<file path="config.mk">
export PLATFORM = sky130hd
export DESIGN_NAME = srio_link_monitor_flat
export DESIGN_NICKNAME = d
export VERILOG_FILES = /design/src/rtl/srio_link_monitor_if.sv /design/src/rtl/srio_link_monitor.sv /design/src/flat_wrapper.sv
export SDC_FILE = /design/constraint.sdc
export NUM_CORES = 1
export LEC_CHECK = 0
export ABC_AREA = 0
export CORE_AREA = 2 2 105 107
export CTS_BUF_LIST = sky130_fd_sc_hd__clkbuf_4 sky130_fd_sc_hd__clkbuf_8
export CTS_CLUSTER_SIZE = 10
export DETAILED_ROUTE_END_ITERATION = 8
export DIE_AREA = 0 0 107 109
export PLACE_DENSITY = 0.71
export SYNTH_ARGS = -nofsm -noshare
export SYNTH_HDL_FRONTEND = slang
export SYNTH_SLANG_ARGS = --single-unit
</file>
<file path="constraint.sdc">
create_clock -name log_clk -period 3.1 [get_ports log_clk]
set_clock_uncertainty 0.15 [all_clocks]
set_input_delay 0.465 -clock log_clk [delete_from_list [all_inputs] [get_ports log_clk]]
set_output_delay 0.465 -clock log_clk [all_outputs]
set_load 0.05 [all_outputs]
</file>
<file path="src/rtl/srio_link_monitor_if.sv">
// SRIO link monitor port bundle: raw status/control inputs and monitor results.
// Latency: none, wires only.
// Backpressure: none; level signals, the monitor samples every cycle.
interface srio_link_monitor_if #(
   parameter int DROP_CNT_W = 8
);
   // Raw status from the SRIO core (asynchronous to log_clk) and local control
   logic                  clk_lock_i;
   logic                  port_init_i;
   logic                  link_init_i;
   logic                  mode_1x_i;
   logic                  retrain_en_i;
   logic                  clr_stats_i;

   // Monitor results
   logic                  link_up_o;
   logic                  mode_1x_o;
   logic [2:0]            state_o;
   logic [DROP_CNT_W-1:0] link_drop_cnt_o;
   logic [31:0]           uptime_o;
   logic                  init_timeout_o;
   logic                  link_rst_req_o;

   // Environment side: drives status/control, observes results
   modport master (
      output clk_lock_i, port_init_i, link_init_i, mode_1x_i, retrain_en_i, clr_stats_i,
      input  link_up_o, mode_1x_o, state_o, link_drop_cnt_o, uptime_o,
             init_timeout_o, link_rst_req_o
   );

   // Monitor side
   modport slave (
      input  clk_lock_i, port_init_i, link_init_i, mode_1x_i, retrain_en_i, clr_stats_i,
      output link_up_o, mode_1x_o, state_o, link_drop_cnt_o, uptime_o,
             init_timeout_o, link_rst_req_o
   );
endinterface

</file>
<file path="src/rtl/srio_link_monitor.sv">
// SRIO link bring-up monitor: sync+debounce status, track state, count drops/uptime, issue core reset.
// Latency: raw status to debounced bit SYNC_STAGES+DEBOUNCE_CYCLES cycles, +1 to state, +1 more to link_up_o.
// Backpressure: none; all inputs are levels sampled every cycle.
module srio_link_monitor #(
   parameter int SYNC_STAGES      = 2,
   parameter int DEBOUNCE_CYCLES  = 16,
   parameter int INIT_TIMEOUT     = 1048576,
   parameter int RST_PULSE_CYCLES = 64,
   parameter int DROP_CNT_W       = 8
) (
   input logic                log_clk,
   input logic                sys_rst_n,
   srio_link_monitor_if.slave bus
);

   localparam int DB_W = $clog2(DEBOUNCE_CYCLES + 1);
   localparam int TO_W = $clog2(INIT_TIMEOUT + 1);
   localparam int RP_W = $clog2(RST_PULSE_CYCLES + 1);

   typedef enum logic [2:0] {
      IDLE      = 3'd0,
      WAIT_PORT = 3'd1,
      WAIT_LINK = 3'd2,
      UP        = 3'd3,
      RESETTING = 3'd4,
      FAULT     = 3'd5
   } state_t;

   // Bit order: 0 clk_lock, 1 port_init, 2 link_init, 3 mode_1x
   logic [3:0]                   raw_i;
   logic [3:0][SYNC_STAGES-1:0]  sync_q;
   logic [3:0]                   sync_v;
   logic [2:0][DB_W-1:0]         db_cnt_q;
   logic [2:0]                   deb_q;

   state_t                       state_q, state_d;
   logic [TO_W-1:0]              tmo_cnt_q;
   logic [RP_W-1:0]              rp_cnt_q;
   logic [DROP_CNT_W-1:0]        drop_cnt_q;
   logic [31:0]                  uptime_q;
   logic                         tmo_flag_q;
   logic                         link_up_q;
   logic                         mode_q;
   logic                         rst_req_q;

   logic                         clk_ok, port_ok, link_ok;
   logic                         in_wait, tmo_hit, up_entry;
   logic                         drop_evt, tmo_evt;

   assign raw_i = {bus.mode_1x_i, bus.link_init_i, bus.port_init_i, bus.clk_lock_i};

   // Synchronizer chains, one per raw status bit
   always_ff @(posedge log_clk or negedge sys_rst_n) begin
      if (!sys_rst_n) begin
         sync_q <= '0;
      end else begin
         for (int i = 0; i < 4; i++) begin
            sync_q[i] <= {sync_q[i][SYNC_STAGES-2:0], raw_i[i]};
         end
      end
   end

   // Pick the last stage of each chain
   always_comb begin
      sync_v = '0;
      for (int i = 0; i < 4; i++) begin
         sync_v[i] = sync_q[i][SYNC_STAGES-1];
      end
   end

   // Debounce: flip only after DEBOUNCE_CYCLES consecutive samples disagreeing with the held value
   always_ff @(posedge log_clk or negedge sys_rst_n) begin
      if (!sys_rst_n) begin
         db_cnt_q <= '0;
         deb_q    <= '0;
      end else begin
         for (int i = 0; i < 3; i++) begin
            if (sync_v[i] == deb_q[i]) begin
               db_cnt_q[i] <= '0;
            end else if (db_cnt_q[i] == DB_W'(DEBOUNCE_CYCLES - 1)) begin
               deb_q[i]    <= sync_v[i];
               db_cnt_q[i] <= '0;
            end else begin
               db_cnt_q[i] <= db_cnt_q[i] + 1'b1;
            end
         end
      end
   end

   assign clk_ok   = deb_q[0];
   assign port_ok  = deb_q[1];
   assign link_ok  = deb_q[2];
   assign in_wait  = (state_q == WAIT_PORT) || (state_q == WAIT_LINK);
   // >= keeps a counter parked at the limit re-firing after a WAIT_LINK -> WAIT_PORT fallback
   assign tmo_hit  = in_wait && (tmo_cnt_q >= TO_W'(INIT_TIMEOUT - 1));
   assign up_entry = (state_q != UP) && (state_d == UP);

   // Next state; priority is clk_lock loss, then port/link loss, then timeout, then progress
   always_comb begin
      state_d  = state_q;
      drop_evt = 1'b0;
      tmo_evt  = 1'b0;
      case (state_q)
         IDLE: begin
            if (clk_ok) state_d = WAIT_PORT;
         end
         WAIT_PORT: begin
            if (!clk_ok) begin
               state_d = IDLE;
            end else if (tmo_hit) begin
               tmo_evt = 1'b1;
               state_d = bus.retrain_en_i ? RESETTING : FAULT;
            end else if (port_ok) begin
               state_d = WAIT_LINK;
            end
         end
         WAIT_LINK: begin
            if (!clk_ok) begin
               state_d = IDLE;
            end else if (!port_ok) begin
               state_d = WAIT_PORT;
            end else if (tmo_hit) begin
               tmo_evt = 1'b1;
               state_d = bus.retrain_en_i ? RESETTING : FAULT;
            end else if (link_ok) begin
               state_d = UP;
            end
         end
         UP: begin
            if (!clk_ok) begin
               drop_evt = 1'b1;
               state_d  = IDLE;
            end else if (!port_ok || !link_ok) begin
               drop_evt = 1'b1;
               state_d  = bus.retrain_en_i ? RESETTING : WAIT_PORT;
            end
         end
         RESETTING: begin
            if (rp_cnt_q == RP_W'(RST_PULSE_CYCLES - 1)) state_d = IDLE;
         end
         FAULT: begin
            if (bus.clr_stats_i) state_d = IDLE;
         end
         default: state_d = IDLE;
      endcase
   end

   // State register
   always_ff @(posedge log_clk or negedge sys_rst_n) begin
      if (!sys_rst_n) state_q <= IDLE;
      else            state_q <= state_d;
   end

   // Init timeout counter: zero while IDLE/RESETTING, runs across both wait states
   always_ff @(posedge log_clk or negedge sys_rst_n) begin
      if (!sys_rst_n) begin
         tmo_cnt_q <= '0;
      end else if ((state_q == IDLE) || (state_q == RESETTING)) begin
         tmo_cnt_q <= '0;
      end else if (in_wait && !tmo_hit) begin
         tmo_cnt_q <= tmo_cnt_q + 1'b1;
      end
   end

   // Reset pulse length counter
   always_ff @(posedge log_clk or negedge sys_rst_n) begin
      if (!sys_rst_n)                  rp_cnt_q <= '0;
      else if (state_q == RESETTING)   rp_cnt_q <= rp_cnt_q + 1'b1;
      else                             rp_cnt_q <= '0;
   end

   // Statistics: clear takes effect before a coincident drop is counted
   always_ff @(posedge log_clk or negedge sys_rst_n) begin
      if (!sys_rst_n) begin
         drop_cnt_q <= '0;
         uptime_q   <= '0;
         tmo_flag_q <= 1'b0;
      end else begin
         if (bus.clr_stats_i)
            drop_cnt_q <= DROP_CNT_W'(drop_evt);
         else if (drop_evt && (drop_cnt_q != '1))
            drop_cnt_q <= drop_cnt_q + 1'b1;

         if (bus.clr_stats_i || up_entry)
            uptime_q <= '0;
         else if ((state_q == UP) && (uptime_q != '1))
            uptime_q <= uptime_q + 1'b1;

         tmo_flag_q <= (tmo_flag_q && !bus.clr_stats_i) || tmo_evt;
      end
   end

   // Registered status outputs
   always_ff @(posedge log_clk or negedge sys_rst_n) begin
      if (!sys_rst_n) begin
         link_up_q <= 1'b0;
         mode_q    <= 1'b0;
         rst_req_q <= 1'b0;
      end else begin
         link_up_q <= (state_q == UP);
         rst_req_q <= (state_d == RESETTING);
         if (up_entry)            mode_q <= sync_v[3];
         else if (state_d != UP)  mode_q <= 1'b0;
      end
   end

   assign bus.link_up_o       = link_up_q;
   assign bus.mode_1x_o       = mode_q;
   assign bus.state_o         = state_q;
   assign bus.link_drop_cnt_o = drop_cnt_q;
   assign bus.uptime_o        = uptime_q;
   assign bus.init_timeout_o  = tmo_flag_q;
   assign bus.link_rst_req_o  = rst_req_q;

endmodule

</file>
<file path="src/flat_wrapper.sv">
// flat-port wrapper written by rule: the top's interface ports become plain ports
module srio_link_monitor_flat 
#(
   parameter int SYNC_STAGES      = 2,
   parameter int DEBOUNCE_CYCLES  = 16,
   parameter int INIT_TIMEOUT     = 1048576,
   parameter int RST_PULSE_CYCLES = 64,
   parameter int DROP_CNT_W       = 8
)
  (log_clk, sys_rst_n, bus_clk_lock_i, bus_port_init_i, bus_link_init_i, bus_mode_1x_i, bus_retrain_en_i, bus_clr_stats_i, bus_link_up_o, bus_mode_1x_o, bus_state_o, bus_link_drop_cnt_o, bus_uptime_o, bus_init_timeout_o, bus_link_rst_req_o);
  srio_link_monitor_if #(.DROP_CNT_W(DROP_CNT_W)) bus_i ();
  input logic log_clk;
  input logic sys_rst_n;
  input wire logic [$bits(bus_i.clk_lock_i)-1:0] bus_clk_lock_i;
  input wire logic [$bits(bus_i.port_init_i)-1:0] bus_port_init_i;
  input wire logic [$bits(bus_i.link_init_i)-1:0] bus_link_init_i;
  input wire logic [$bits(bus_i.mode_1x_i)-1:0] bus_mode_1x_i;
  input wire logic [$bits(bus_i.retrain_en_i)-1:0] bus_retrain_en_i;
  input wire logic [$bits(bus_i.clr_stats_i)-1:0] bus_clr_stats_i;
  output wire logic [$bits(bus_i.link_up_o)-1:0] bus_link_up_o;
  output wire logic [$bits(bus_i.mode_1x_o)-1:0] bus_mode_1x_o;
  output wire logic [$bits(bus_i.state_o)-1:0] bus_state_o;
  output wire logic [$bits(bus_i.link_drop_cnt_o)-1:0] bus_link_drop_cnt_o;
  output wire logic [$bits(bus_i.uptime_o)-1:0] bus_uptime_o;
  output wire logic [$bits(bus_i.init_timeout_o)-1:0] bus_init_timeout_o;
  output wire logic [$bits(bus_i.link_rst_req_o)-1:0] bus_link_rst_req_o;
  assign bus_i.clk_lock_i = bus_clk_lock_i;
  assign bus_i.port_init_i = bus_port_init_i;
  assign bus_i.link_init_i = bus_link_init_i;
  assign bus_i.mode_1x_i = bus_mode_1x_i;
  assign bus_i.retrain_en_i = bus_retrain_en_i;
  assign bus_i.clr_stats_i = bus_clr_stats_i;
  assign bus_link_up_o = bus_i.link_up_o;
  assign bus_mode_1x_o = bus_i.mode_1x_o;
  assign bus_state_o = bus_i.state_o;
  assign bus_link_drop_cnt_o = bus_i.link_drop_cnt_o;
  assign bus_uptime_o = bus_i.uptime_o;
  assign bus_init_timeout_o = bus_i.init_timeout_o;
  assign bus_link_rst_req_o = bus_i.link_rst_req_o;
  srio_link_monitor #(.SYNC_STAGES(SYNC_STAGES), .DEBOUNCE_CYCLES(DEBOUNCE_CYCLES), .INIT_TIMEOUT(INIT_TIMEOUT), .RST_PULSE_CYCLES(RST_PULSE_CYCLES), .DROP_CNT_W(DROP_CNT_W)) u_core (.log_clk(log_clk), .sys_rst_n(sys_rst_n), .bus(bus_i));
endmodule
</file>
* Word-level counts from Yosys, hierarchy flattened
Index checks and enable logic that the tools add are counted.
Operators by class: equal/unequal tests 18, multiplexer cells 38, order comparisons 1, reduce and logical (&&, ||, !) cells 23, bitwise gates (word level) 3, add/subtract/negate cells 7
Operators with widths (number):
- two-way mux 32 bit | 2
- two-way mux 21 bit | 2
- two-way mux 3 bit | 13
- adder 32 x 1 -> 32 bit (second input constant) | 1
- inequality test 32 bit (second input constant) | 1
- two-way mux 5 bit | 6
- adder 21 x 1 -> 21 bit (second input constant) | 1
- greater-or-equal comparator 21 x 20 -> 1 bit (second input constant) | 1
- case mux 3 bit (6 select lines) | 1
- two-way mux 8 bit | 2
- adder 5 x 1 -> 5 bit (second input constant) | 3
- equality test 5 x 4 -> 1 bit (second input constant) | 3
- two-way mux 1 bit | 10
- equality test 3 x 2 -> 1 bit (second input constant) | 3
- equality test 3 bit (second input constant) | 3
- adder 8 x 1 -> 8 bit (second input constant) | 1
- inequality test 8 bit (second input constant) | 1
- nonzero test 2 bit | 4
- adder 7 x 1 -> 7 bit (second input constant) | 1
- equality test 7 x 6 -> 1 bit (second input constant) | 1
- two-way mux 7 bit | 1
- logical AND 1 bit | 6
- inequality test 3 x 2 -> 1 bit (second input constant) | 2
- AND reduction 2 bit | 3
- 7 further kinds | 18
Word-level totals: input bits 8, logic and storage cells 109, register bits 101, output and inout bits 47

* Longest topological paths before layout
Gate-level depths: netlist of the first run.
depth in word-level cells 11, mapped depth 8, gate-level depth less buffers 6

* Worst setup path before layout of the first run
Ideal clock, no wire load.
path kind register to register, start register u_core.uptime_q[21] (netlist: u_core.bus.uptime_o[21]), end register u_core.uptime_q[1] (netlist: u_core.bus.uptime_o[1]), library setup time 0.076 ns, required time 2.874 ns, cell stages (with the launch flop) 8, setup slack 0.626 ns, data arrival time 2.247 ns, buffers on the path 2, path through dfrtp_1 > nand3_2 > or4_4 > nor4_4 > buf_6 > buf_8 > o21ai_1 > a21oi_2
On the way: word-level cells in the longest chain between the ends 3
RTL lines:
- start, declared | line srio_link_monitor.sv:40 | logic [31:0] uptime_q;
- start signal, assigned | line srio_link_monitor.sv:187 | uptime_q <= uptime_q + 1'b1;
- inequality test 32 bit | line srio_link_monitor.sv:186 | else if ((state_q == UP) && (uptime_q != '1))
- logical AND 1 bit | line srio_link_monitor.sv:186
- nonzero test 2 bit (no line)
No other way between the ends. A chain may end at the register's enable or synchronous reset.

* Worst setup path in the final report of the first run
start register u_core.state_q[0] (netlist: u_core.bus.state_o[0]), end register u_core.uptime_q[31] (netlist: u_core.bus.uptime_o[31])
On the way: word-level cells in the longest chain between the ends 11, elaborated cells between the ends (all ways) 28
RTL lines:
- start, declared | line srio_link_monitor.sv:36 | state_t state_q, state_d;
- start signal, assigned | line srio_link_monitor.sv:151 | else state_q <= state_d;
- equality test 3 x 1 -> 1 bit or equality test 3 x 2 -> 1 bit (tied branches) | line srio_link_monitor.sv:93, srio_link_monitor.sv:103
- logical OR 1 bit | line srio_link_monitor.sv:93 | assign in_wait = (state_q == WAIT_PORT) || (state_q == WAIT_LINK);
- logical AND 1 bit | line srio_link_monitor.sv:95 | assign tmo_hit = in_wait && (tmo_cnt_q >= TO_W'(INIT_TIMEOUT - 1));
- two-way mux 3 bit | line srio_link_monitor.sv:122 | end else if (tmo_hit) begin
- two-way mux 3 bit | line srio_link_monitor.sv:120 | end else if (!port_ok) begin
- two-way mux 3 bit | line srio_link_monitor.sv:118 | if (!clk_ok) begin
- case mux 3 bit (6 select lines) | line srio_link_monitor.sv:103 | case (state_q)
- equality test 3 x 2 -> 1 bit | line srio_link_monitor.sv:96 | assign up_entry = (state_q != UP) && (state_d == UP);
- logical AND 1 bit | line srio_link_monitor.sv:96
- logical OR 1 bit | line srio_link_monitor.sv:184 | if (bus.clr_stats_i || up_entry)
- two-way mux 32 bit or nonzero test 2 bit (tied branches)
Several ways; a longest one is shown, not always the timed one.

==> results of run 1 <==
==> routing by layer <==
layer | vias to the layer above | wire length [µm] | global-route usage (%)
li1 | 2019 | - | -
met1 | 2016 | 5350 | 29.2
met2 | 92 | 5160 | 32.3
met3 | 16 | 450 | 2.81
met4 | 0 | 175 | 7.88
met5 | - | 0 | 0
==> flip-flops by register name (all words and copies together) (netlist names) <==
name	flops
u_core.db_cnt_q	15
u_core.rp_cnt_q	7
u_core.bus.state_o	3
u_core.bus.link_drop_cnt_o	8
u_core.bus.init_timeout_o	1
u_core.bus.uptime_o	32
u_core.sync_q	8
u_core.deb_q	3
u_core.tmo_cnt_q	21
u_core.bus.link_up_o	1
u_core.bus.mode_1x_o	1
u_core.bus.link_rst_req_o	1
==> per-stage QoR <==
stage          instance area, µm²  hold WS [ns]  util [%]  setup slack (ns)  cells
2_1_floorplan                5150        0.0194         -             0.626    515
3_3_place_gp                 5820         0.183      54.9             0.424    697
3_5_place_dp                 5820         0.187      54.9             0.404    697
4_1_cts                      6020         0.205      56.8             0.520    714
5_1_grt                      6020         0.216      56.8             0.296    714
6_report                     6020         0.199      56.8             0.503    714
==> placed cells by master (no fill, tap or decap), drive strengths merged, types with 3 or more instances in the layout <==
cell,n
nand4,15
o311ai,3
mux2i,3
inv,17
clkinv,5
nand2b,4
or3,16
and2,4
nor4,4
and3,7
a21oi,43
dfrtp,101
o31ai,20
ha,7
nand3b,4
a31o,3
and4,7
clkdlybuf4s50,53
o21ai,21
a2111oi,3
nand2,42
or2,6
buf,9
o211ai,4
nand3,33
xnor2,11
nor2,43
clkbuf,9
mux2,4
nor3,11
xor2,13
o41ai,5
or4,18
==> final timing paths <==
check,startpoint,endpoint,cells after the start
setup / recovery,u_core.bus.state_o[0]$_DFF_PN0_,u_core.bus.uptime_o[31]$_DFFE_PN0P_,5
max in group asynchronous,sys_rst_n,u_core.bus.uptime_o[10]$_DFFE_PN0P_,3
min in group asynchronous,sys_rst_n,u_core.db_cnt_q[3]$_DFF_PN0_,2
hold reg to reg,u_core.sync_q[0]$_DFF_PN0_,u_core.sync_q[1]$_DFF_PN0_,0
hold / removal,u_core.sync_q[0]$_DFF_PN0_,u_core.sync_q[1]$_DFF_PN0_,0
setup reg to reg,u_core.bus.state_o[0]$_DFF_PN0_,u_core.bus.uptime_o[31]$_DFFE_PN0P_,5
==> cell type report <==
type	instances	area (µm²)
fill	917	4590
sequential	101	2530
multi-input combinational	379	2450
timing repair buffer	63	621
tap	140	175
clock buffer	9	124
clock inverter	7	66.3
inverter	15	56.3
==> worst reg2reg max path, stage by stage (launching register included) <==
cell and delay (ns):
sky130_fd_sc_hd__dfrtp_1 0.64, sky130_fd_sc_hd__nand3b_1 0.37, sky130_fd_sc_hd__nor3_4 0.41, sky130_fd_sc_hd__o2111ai_2 0.30, sky130_fd_sc_hd__or4_1 0.50, sky130_fd_sc_hd__a21oi_1 0.16
==> logic make-up (layout without fill, tap and decap cells) <==
| group | after synthesis | count (layout) | share of synthesized area [%] |
|---|---|---|---|
| simple gates | 219 | 219 | 23.5 |
| flops | 101 | 101 | 49.1 |
| xor+xnor | 24 | 24 | 4.08 |
| mux | 7 | 7 | 1.46 |
| buf+inv | 35 | 94 | 3.45 |
| compound gates | 122 | 122 | 16.8 |
| fa+ha+maj | 7 | 7 | 1.70 |
==> power by group through the flow <==
stage	Clock (W)	Combinational, W	Sequential, W
floorplan	0	0.0000359	0.00138
global placement	0	0.0000985	0.00138
detailed placement	0	0.0000997	0.00138
CTS	0.000827	0.000101	0.00135
global route	0.000884	0.000113	0.00135
finish	0.000803	0.0000974	0.00135
==> flow_metrics.tcl, run 1 <==
set metrics [dict create \
    synth_fp_nets 530 \
    cp_data_arrival_time_ns 2.74 \
    first_iter_violations 174 \
    kind_of_cell_adding_the_most_delay_to_the_critical_path "simple AND/OR/NAND/NOR gates" \
    post_cts.repair.setup_buffers 0 \
    groute.usage.overall_pct 20.6 \
    grt_overflow 0 \
    post_synth.cell_area_avg_um2 10.0 \
    netlist.area_leader.share_pct 49.1 \
    async_flop_share_pct 100 \
    total_of_endpoints_with_negative_setup_slack_in_the_final_report 0 \
    relative_slew_margins_pct 45.8 \
    cts_hold_buffers 1 \
    synth_top_cell_by_area "sky130_fd_sc_hd__dfrtp_1" \
    fp.dieH_um 109 \
    pint_w 0.00168 \
    peakVddDrop_mv 0.227 \
    clock_power_share_pct 35.7 \
    design.final.nets 584 \
    clk_root_buffer_cell "sky130_fd_sc_hd__clkbuf_8" \
    yosysMostFrequentCell "sky130_fd_sc_hd__dfrtp_1" \
    crit_path_cell_trace "nand3b_1, nor3_4, o2111ai_2, or4_1, a21oi_1" \
    achievable-frequency_ghz 0.385 \
    cell_variety_after_synth 73 \
    post-dp-hpwl_mm 7.79 \
    critPathCaptureType "flip-flop" \
    critical_path.max_stage_delay_ns 0.64 \
    post-route-min-period_ns 2.60 \
    power_frac_comb_pct 4.3 \
    yosys_register_bits 101 \
    clockBufferDepth 2 \
    path_type_of_the_worst_min_delay_path "reg -> reg" \
    cts_buffers 9 \
    finalHoldViolations 0 \
    ff2ff_setup_slack_ns 0.50 \
    power.switching_w 0.000571 \
    power_per_cell_area_nw_per_um2 374 \
    worst_skew_pair.late_latency_ns 0.37 \
    ioPinCount 55 \
    antenna-diode-count 0 \
    setup.worst_path.start_class "flip-flop" \
    tightest_slew_ns 0.813 \
    number_of_enable_flip_flop_cells_after_synthesis 0 \
    synth.top_cells.by_area "sky130_fd_sc_hd__dfrtp_1 49%, sky130_fd_sc_hd__a21oi_1 3.6%, sky130_fd_sc_hd__nor2_1 3.1%" \
    count_of_maximum_capacitance_violations 0 \
    status "complete, no violations" \
    io_buffers 54 \
    grt_first_pass_wirelength_mm 19.4 \
    route.detailed.vias_per_inst 5.80 \
    count_of_synthesis_stage_warnings_from_yosys 0 \
    synthesis.area_um2 5150 \
    initial_core_util_pct 48.6 \
    dr.pass1.iters 4 \
    ctsResizeCount 0 \
    synthToLayoutAreaGrowth_pct 16.8 \
    maximum_number_of_pins_on_one_net_before_global_route_repair 47 \
    synthCells 515 \
    floorplan.core_area_um2 10600 \
    clk_pin_slew_worst_setup_hold_paths_ns 0.11 \
    fin_setup_tns_ns 0 \
    leak_pwr_nw 2.34 \
    synth_seq_area_share_pct 49.1 \
    gp_congestion 0.853 \
    switching_share_pct 25.3 \
    detailroute.via_count 4143 \
    ant_nets 0 \
    synthFlopType "sky130_fd_sc_hd__dfrtp_1" \
    floorplan.die_area_um2 11700 \
    floorplan.rows 38 \
    worst-endpoint-required_ns 3.25 \
    post-layout-total-power_w 0.00225 \
    worst-path-max-fanout 14 \
    timing_worst_setup_path_type "reg -> reg" \
    power.share.sequential_pct 60.0 \
    antenna_found_initial 0 \
    worst-path-buf-inv 0 \
    unrepaired_setup_endpoints_after_global_routing "false" \
    tritoncts_clock_tree "built" \
    critical-path-slowest-cell "sky130_fd_sc_hd__dfrtp_1" \
    final-max-slew-violation-count 0 \
    drive_gt1_share_pct 10.6 \
    clock_tree.htree_level_count 3 \
    fp.dieW_um 107 \
    grt_pass1_vias 4088 \
    synth.cells.most_frequent "101 x sky130_fd_sc_hd__dfrtp_1, 43 x sky130_fd_sc_hd__nor2_1, 42 x sky130_fd_sc_hd__nand2_1" \
    route.detailed.drc 0 \
    finalWirelength_mm 11.1 \
    cts.sink_count 101 \
    layout_worst_path_cycle_share_pct 83.8 \
    route.detailed.wl_per_inst_um 15.6 \
]
Note: power is estimated with default switching activity, not from simulation.
==> run 2: changes to the inputs <==
==> constraint.sdc (replaced) <==
create_clock -name log_clk -period 2.44 [get_ports log_clk]
set_clock_uncertainty 0.15 [all_clocks]
set_input_delay 0.366 -clock log_clk [delete_from_list [all_inputs] [get_ports log_clk]]
set_output_delay 0.366 -clock log_clk [all_outputs]
set_load 0.05 [all_outputs]
==> run 2 against run 1 <==
- first-iteration DRC count down 6.9%
- design area up 3.2%
- core utilization up 1.8 points
- total power up 26%
- global-route usage up 0.34 points
- largest cell class unchanged
- highest routed layer unchanged
==> flow_metrics.tcl, run 2 (synthesized netlist as in run 1, its figures left out) <==
set metrics [dict create \
    io_buffers 54 \
    dr.pass1.iters 4 \
    total_of_endpoints_with_negative_setup_slack_in_the_final_report 0 \
    layout_common_cells "96 x sky130_fd_sc_hd__dfrtp_1, 53 x sky130_fd_sc_hd__clkdlybuf4s50_1, 43 x sky130_fd_sc_hd__nor2_1, 42 x sky130_fd_sc_hd__nand2_1, 37 x sky130_fd_sc_hd__a21oi_1" \
    routed-wl-met3_um 397 \
    layout.cells.most_common "sky130_fd_sc_hd__dfrtp_1" \
    antenna_found_initial 0 \
    post_cts.repair.setup_buffers 0 \
    largest_register_ffs 32 \
    cts_buffers 9 \
    route.detailed.vias_per_inst 5.76 \
    antenna-diode-count 0 \
    leak_pwr_nw 2.42 \
    worst-path-max-fanout 29 \
    critPathCaptureType "flip-flop" \
    tightest_slew_ns 0.738 \
    worst_skew_pair.late_latency_ns 0.36 \
    fin_worst_hold_slack_ns 0.208 \
    postLayoutCoreUtil_pct 58.5 \
    achievable-frequency_ghz 0.428 \
    grt_overflow 0 \
    clockBufferDepth 2 \
    ant_nets 0 \
    multi_input_area_um2 2470 \
    cts.sink_count 101 \
    regArea_um2 2530 \
    clk_root_buffer_cell "sky130_fd_sc_hd__clkbuf_8" \
    fin_setup_tns_ns 0 \
    critical-path-slowest-cell "sky130_fd_sc_hd__or4_1" \
    path_type_of_the_worst_min_delay_path "reg -> reg" \
    met2WireLength_mm 5.67 \
    met1Wirelength_mm 5.26 \
    gp_congestion 0.833 \
    grt_pass1_vias 4245 \
    floorplan.core_area_um2 10600 \
    post-dp-hpwl_mm 8.27 \
    final-max-slew-violation-count 0 \
    timing_worst_setup_path_type "reg -> reg" \
    setup.worst_path.start_class "flip-flop" \
    crit_path_cell_trace "ha_1, nand3_1, a2111oi_4, a211o_4, or4_1, a21oi_1" \
    maximum_number_of_pins_on_one_net_before_global_route_repair 45 \
    peakVddDrop_mv 0.290 \
    relative_slew_margins_pct 50.6 \
    worst-endpoint-required_ns 2.58 \
    initial_core_util_pct 48.6 \
    finalHoldViolations 0 \
    kind_of_cell_adding_the_most_delay_to_the_critical_path "compound AO/OA/AOI/OAI gates" \
    tritoncts_clock_tree "built" \
    critical_path.max_stage_delay_ns 0.53 \
    floorplan.rows 38 \
    fp.dieW_um 107 \
    drive_gt1_share_pct 14.6 \
    clk_pin_slew_worst_setup_hold_paths_ns 0.10 \
    count_of_maximum_capacitance_violations 0 \
    grt_first_pass_wirelength_mm 19.6 \
    fp.dieH_um 109 \
    power_per_cell_area_nw_per_um2 459 \
    unrepaired_setup_endpoints_after_global_routing "false" \
    floorplan.die_area_um2 11700 \
    worst-path-buf-inv 0 \
    clock_tree.htree_level_count 3 \
    groute.usage.overall_pct 20.9 \
    layout_worst_path_cycle_share_pct 95.8 \
    cp_data_arrival_time_ns 2.48 \
    first_iter_violations 162 \
    ioPinCount 55 \
    finalWirelength_mm 11.4 \
    route.detailed.wl_per_inst_um 15.5 \
    route.detailed.drc 0 \
    detailroute.via_count 4226 \
    post-route-min-period_ns 2.34 \
    routed.top_layer "met4" \
    status "complete, no violations" \
    design.final.nets 604 \
    fillCellCount 913 \
    synthToLayoutAreaGrowth_pct 20.5 \
]
## run 2: power by group
| part | internal (W) | switching (W) |
|---|---|---|
| combinational | 0.0000497 | 0.0000850 |
| clock | 0.000387 | 0.000611 |
| sequential | 0.00170 | 0.0000176 |
## run 2: final timing paths
kind                                                       from                                to  slack, ns  cells past startpoint
max in group asynchronous                             sys_rst_n   u_core.bus.state_o[0]$_DFF_PN0_       1.14                      3
min in group asynchronous                             sys_rst_n   u_core.bus.state_o[2]$_DFF_PN0_       0.40                      2
worst max-delay path            u_core.tmo_cnt_q[0]$_DFFE_PN0P_  u_core.tmo_cnt_q[18]$_DFFE_PN0P_       0.10                      6
worst max register to register  u_core.tmo_cnt_q[0]$_DFFE_PN0P_  u_core.tmo_cnt_q[18]$_DFFE_PN0P_       0.10                      6
worst min-delay path                 u_core.sync_q[2]$_DFF_PN0_        u_core.sync_q[3]$_DFF_PN0_       0.21                      0
worst min register to register       u_core.sync_q[2]$_DFF_PN0_        u_core.sync_q[3]$_DFF_PN0_       0.21                      0
## run 2: layer usage
| metal | GRT usage, % | vias to the layer above |
|---|---|---|
| met5 | 0 | - |
| met4 | 6.59 | 0 |
| met3 | 3.23 | 6 |
| met2 | 35.5 | 78 |
| met1 | 27.8 | 2068 |
| li1 | - | 2074 |
## run 2: cell type report
type	count	area share [%]
sequential	101	40.8
multi-input combinational	379	39.8
timing repair buffer	83	12.6
clock inverter	7	1.01
inverter	15	0.907
clock buffer	9	2.00
tap	140	2.82
## run 2: repair_timing
action,in CTS,in global routing
setup endpoints to repair,0,9
hold buffers,1,0
hold endpoints to repair,41,0
gates resized for setup,0,3
## run 2: stage by stage
stage	area, µm²	std cells	worst slack (ns)	total power (W)
after global placement	5990	717	0.111	0.00188
final	6210	734	0.102	0.00285
after global routing	6210	734	0.0303	0.00298
after detailed placement	5990	717	0.0358	0.00189
after floorplan	5160	515	-0.00735	0.00180
after CTS	6180	734	0.0495	0.00288
==> run 3: changes to the inputs <==
--- a/config.mk
+++ b/config.mk
@@ -11,6 +11,7 @@
 export CTS_CLUSTER_SIZE = 10
 export DETAILED_ROUTE_END_ITERATION = 8
 export DIE_AREA = 0 0 107 109
+export GPL_ROUTABILITY_DRIVEN = 1
 export PLACE_DENSITY = 0.71
 export SYNTH_ARGS = -nofsm -noshare
 export SYNTH_HDL_FRONTEND = slang
==> results of run 3 <==
No change in the layout: final DEF, timing and power equal those of run 2.
==> RTL change 1, RTL diff (flow settings as in run 3) <==
`DROP_CNT_W` is set to 8 in 3 places; all go to 12.
--- a/src/rtl/srio_link_monitor_if.sv
+++ b/src/rtl/srio_link_monitor_if.sv
@@ -4,3 +4,3 @@
 interface srio_link_monitor_if #(
-   parameter int DROP_CNT_W = 8
+   parameter int DROP_CNT_W = 12
 );
--- a/src/rtl/srio_link_monitor.sv
+++ b/src/rtl/srio_link_monitor.sv
@@ -8,3 +8,3 @@
    parameter int RST_PULSE_CYCLES = 64,
-   parameter int DROP_CNT_W       = 8
+   parameter int DROP_CNT_W       = 12
 ) (
--- a/src/flat_wrapper.sv
+++ b/src/flat_wrapper.sv
@@ -7,3 +7,3 @@
    parameter int RST_PULSE_CYCLES = 64,
-   parameter int DROP_CNT_W       = 8
+   parameter int DROP_CNT_W       = 12
 )
Interface: changed (resized bus_link_drop_cnt_o); port bits go from 55 to 59. The function was not compared with the original's and may differ.
==> RTL change 1 against run 3 <==
Wire length fell by 2.1%; sequential cell count up 4; setup slack better by 7.4 ps; critical path depth fell by 4; count of clock-buffer cells in the layout unchanged; via count up 0.95%; area after synthesis rose by 2.2%; power is 5.7% higher; final area up 2.8%; critical endpoint is now bus_state_o[0]; largest power group unchanged; highest routed layer unchanged.
==> RTL change 1: results (changes against run 3) <==
[clocking]
cts.path.max_buffers = 2  ; unchanged

[setup_path]
r2r_cells = 5  ; -1
cpPeakStageDelay_ps = 840  ; +310 ps
slowest_stage = clkdlybuf4s50_1
critPathArrivalTime_ps = 1810  ; -670 ps
rr_endpoint = u_core.bus.uptime_o[23]
r2r_setup_slack_ps = 140  ; +40 ps
r2r-start = u_core.bus.uptime_o[21]
crit_fanout = 13  ; -55%

[place]
place_hpwl_mm = 8.07  ; -2.4%
io_buffers = 58  ; +7.4%
gp_congestion = 0.829  ; -0.47%
dp.cells = 730  ; +1.8%

[status]
status = finished clean

[power]
vdd_drop_max_uv = 250  ; -14%
cellLeakagePower_nw = 2.52  ; +3.9%

[detailed_routing]
dr.pass1.iters = 4  ; unchanged
drt-total-wl_mm = 11.2  ; -2.1%
drt-initial-drc-count = 165  ; +1.9%
routed_via_density = 5.71  ; -0.81%

[global_route]
grt_pass1_vias = 4155  ; -2.1%
grt_pass1_wl_mm = 19.5  ; -0.91%
grt_usage_pct = 20.7  ; -0.21 points

[hold_path]
min_to = u_core.sync_q[1]
hp-start = u_core.sync_q[0]
holdPathStages = 0  ; unchanged

[layout]
layoutNonFillerInstCount = 747  ; +1.8%
nFillCells = 907  ; -0.66%
drive_gt1_share_pct = 12.9  ; -1.8 points

[yosys]
ys_seq_area_share_pct = 49.9  ; +0.83 points
synthArstFlopShare_pct = 100  ; unchanged
synth_nets = 544  ; +2.6%
synth_cell_types = 55  ; -25%
syn_avg_cell_area_um2 = 9.96  ; -0.47%
synth_commonest_cells = 105 x dfrtp_1, 54 x nor2_1, 39 x nand2_1
synth_area_leaders = dfrtp_1 50%, xor2_1 4.7%, nor2_1 3.8%
ys.flop_type = dfrtp_1

[timing]
relSlewSlack_pct = 61.4  ; +11 points

RTL change 1: changes by cell type in the layout (fill, tap and decap cells not counted), sizes merged, moves of 8 or more:
cell,change
nor4,+9
a21oi,-11
o31ai,-8
nor2,+11
or4,-8
xor2,+15
RTL change 1: repair_timing:
item                                   CTS  global route
setup endpoints to repair                0             7
endpoints found under the hold margin   42             0
resized for setup                        0             1
hold buffers                             1             0
RTL change 1: report_power, final:
group	total (mW)	switching, mW	internal, mW	leakage [nW]
Sequential	1.77	0.0119	1.76	1.40
Combinational	0.0992	0.0635	0.0357	1.01
Clock	1.14	0.644	0.497	0.106
Total	3.01	0.719	2.29	2.52
RTL change 1: logic make-up after synthesis:
logic type	synth area share, %
adder cells (fa/ha/maj)	1.66
XOR/XNOR	7.15
buffers and inverters	2.45
AO/OA/AOI/OAI	12.8
AND/OR/NAND/NOR	24.9
multiplexers	1.21
flip-flops	49.9
RTL change 1: worst max-delay path, delay by kind of cell, from the launching register on:
kind                   cells  cell delay [ps]
flip-flops                 1              400
buffers and inverters      2             1050
RTL change 1: cell type report:
cell class	instances	area (um2)	area share, %
clock buffer	9	124	1.94
tap	140	175	2.74
clock inverter	7	90.1	1.41
timing repair buffer	82	798	12.5
multi-input combinational	396	2530	39.6
sequential	105	2640	41.3
inverter	8	30.0	0.470
RTL change 1: stage by stage:
step	worst slack [ps]	instance area [um2]	hold slack, ps	total power [mW]
final	109	6380	209	3.01
after global routing	0.838	6380	229	3.13
after CTS	85.6	6370	213	3.05
after detailed placement	148	6150	186	1.91
after global placement	214	6150	183	1.90
after floorplan	-0.137	5280	-79.6	1.83
RTL change 1: worst max path at each step:
| stage | slack [ps] | end | from | cells past startpoint |
|---|---|---|---|---|
| 2_1_floorplan | -0.1 | u_core.bus.uptime_o[31] | u_core.bus.uptime_o[23] | 7 |
| 3_3_place_gp | 210 | u_core.bus.uptime_o[11] | u_core.bus.uptime_o[9] | 5 |
| 3_5_place_dp | 150 | u_core.bus.uptime_o[11] | u_core.bus.uptime_o[9] | 5 |
| 4_1_cts | 90 | bus_state_o[0] | u_core.bus.state_o[0] | 2 |
| 5_1_grt | 0.8 | u_core.bus.uptime_o[2] | u_core.bus.uptime_o[21] | 6 |
| 6_report | 110 | bus_state_o[0] | u_core.bus.state_o[0] | 2 |
RTL change 1: routing by layer:
metal | part of all wire, % | vias to the layer above | GRT usage (%)
met3 | 3.4 | 19 | 3.71
met1 | 45 | 2089 | 26.2
met2 | 50 | 84 | 36.4
li1 | - | 2074 | -
met4 | 1.4 | 0 | 6.31
met5 | 0 | - | 0
==> RTL change 2, RTL diff (flow settings as in run 3) <==
Made on the original files. Reset style: synchronous (`sys_rst_n`), changed in 7 clocked blocks. Comments in the files are not updated.
--- a/src/rtl/srio_link_monitor.sv
+++ b/src/rtl/srio_link_monitor.sv
@@ -52,3 +52,3 @@
    // Synchronizer chains, one per raw status bit
-   always_ff @(posedge log_clk or negedge sys_rst_n) begin
+   always_ff @(posedge log_clk) begin
       if (!sys_rst_n) begin
@@ -71,3 +71,3 @@
    // Debounce: flip only after DEBOUNCE_CYCLES consecutive samples disagreeing with the held value
-   always_ff @(posedge log_clk or negedge sys_rst_n) begin
+   always_ff @(posedge log_clk) begin
       if (!sys_rst_n) begin
@@ -148,3 +148,3 @@
    // State register
-   always_ff @(posedge log_clk or negedge sys_rst_n) begin
+   always_ff @(posedge log_clk) begin
       if (!sys_rst_n) state_q <= IDLE;
@@ -154,3 +154,3 @@
    // Init timeout counter: zero while IDLE/RESETTING, runs across both wait states
-   always_ff @(posedge log_clk or negedge sys_rst_n) begin
+   always_ff @(posedge log_clk) begin
       if (!sys_rst_n) begin
@@ -165,3 +165,3 @@
    // Reset pulse length counter
-   always_ff @(posedge log_clk or negedge sys_rst_n) begin
+   always_ff @(posedge log_clk) begin
       if (!sys_rst_n)                  rp_cnt_q <= '0;
@@ -172,3 +172,3 @@
    // Statistics: clear takes effect before a coincident drop is counted
-   always_ff @(posedge log_clk or negedge sys_rst_n) begin
+   always_ff @(posedge log_clk) begin
       if (!sys_rst_n) begin
@@ -193,3 +193,3 @@
    // Registered status outputs
-   always_ff @(posedge log_clk or negedge sys_rst_n) begin
+   always_ff @(posedge log_clk) begin
       if (!sys_rst_n) begin
Behaviour: same outputs for any inputs over 10 cycles, from zero or initial values and one cycle with sys_rst_n low; that may be too few to reach the edited logic, so the function may still have changed.
==> RTL change 2 against run 3 <==
Setup slack improved by 4.9 ps; area after synthesis fell by 10%; synthesized cell count rose by 2.3%; final area fell by 9.6%; sequential cell count did not move; wire length fell by 14%; critical path type unchanged; critical endpoint is now u_core.bus.uptime_o[10].
Power is not compared: it rests on default switching activity, and its combinational part moved more than twofold at a synthesized area within 25%.
==> RTL change 2: results (changes against run 3) <==
[status]
status = finished clean

[place]
place_hpwl_mm = 7.18  ; -13%
gp_congestion = 0.827  ; -0.71%
dp.cells = 720  ; +0.42%

[yosys]
synthMuxAreaShare_pct = 1.76  ; +0.30 points
synth_commonest_cells = 101 x dfxtp_1, 74 x nor2_1, 34 x nand2_1
synth_area_leaders = dfxtp_1 44%, nor2_1 6.0%, xnor2_1 5.1%
syn_avg_cell_area_um2 = 8.77  ; -12%
ys_seq_area_share_pct = 43.8  ; -5.3 points
synth_xor_area_share_pct = 9.48  ; +5.4 points
yosysTopAreaCellShare_pct = 43.8  ; -5.3 points
ys.flop_type = dfxtp_1
synth_compound_area_share_pct = 11.6  ; -5.1 points

[layout]
nFillCells = 961  ; +5.3%
multi_input_area_share_pct = 43.9  ; +4.1 points
layoutNonFillerInstCount = 736  ; +0.27%
multi_input_comb_cells = 391  ; +3.2%

[hold_path]
holdPathStages = 1  ; +1
hp-start = u_core.sync_q[0]
min_to = u_core.sync_q[1]

[timing]
relSlewSlack_pct = 47.8  ; -2.8 points

[global_route]
grt_pass1_vias = 3635  ; -14%
grt_pass1_wl_mm = 16.7  ; -15%
grt_start_max_net_pins = 22  ; -51%

[setup_path]
rr_endpoint = u_core.bus.uptime_o[10]
r2r_cells = 5  ; -1

[detailed_routing]
vias = 3897  ; -7.8%

## RTL change 2: worst max path at each step
stage / startpoint / to / slack [ps] / depth (start not counted)
after floorplan: u_core.bus.uptime_o[20] / u_core.bus.uptime_o[11] / 9 / 6
after global placement: u_core.bus.uptime_o[11] / u_core.bus.uptime_o[11] / 220 / 6
after detailed placement: u_core.bus.uptime_o[12] / u_core.bus.uptime_o[10] / 150 / 5
after CTS: u_core.bus.uptime_o[12] / u_core.bus.uptime_o[15] / 130 / 6
after global routing: u_core.bus.uptime_o[3] / u_core.bus.uptime_o[21] / -20 / 6
final: u_core.bus.uptime_o[12] / u_core.bus.uptime_o[10] / 110 / 5
## RTL change 2: metrics by stage
step | area (um2) | setup TNS [ps] | util, % | hold slack [ps]
final | 5610 | 0 | 53.0 | 296
after global routing | 5610 | -39.0 | 53.0 | 310
after CTS | 5600 | 0 | 52.8 | 299
after detailed placement | 5400 | 0 | 50.9 | 272
after global placement | 5400 | 0 | 50.9 | 266
after floorplan | 4630 | 0 | - | 262
## RTL change 2: layer usage
metal	part of all wire [%]	wire length [um]	track usage (%)
met5	0	0	0
met4	1.2	122	5.01
met3	4.3	423	4.00
met2	47	4620	28.8
met1	47	4660	23.3
## RTL change 2: worst max-delay path, cell delays in order (launching register included)
cell,delay (ps)
dfxtp_2,410
nand4_4,160
or4_4,690
o31ai_2,550
o21ai_0,150
a21oi_1,160
## RTL change 2: power groups by stage
stage / Sequential [mW] / Clock [mW] / Combinational, mW
6_report: 1.66 / 1.04 / 0.0504
3_5_place_dp: 1.70 / 0 / 0.0507
2_1_floorplan: 1.70 / 0 / 0.0250
3_3_place_gp: 1.70 / 0 / 0.0500
4_1_cts: 1.66 / 1.07 / 0.0510
5_1_grt: 1.66 / 1.15 / 0.0557
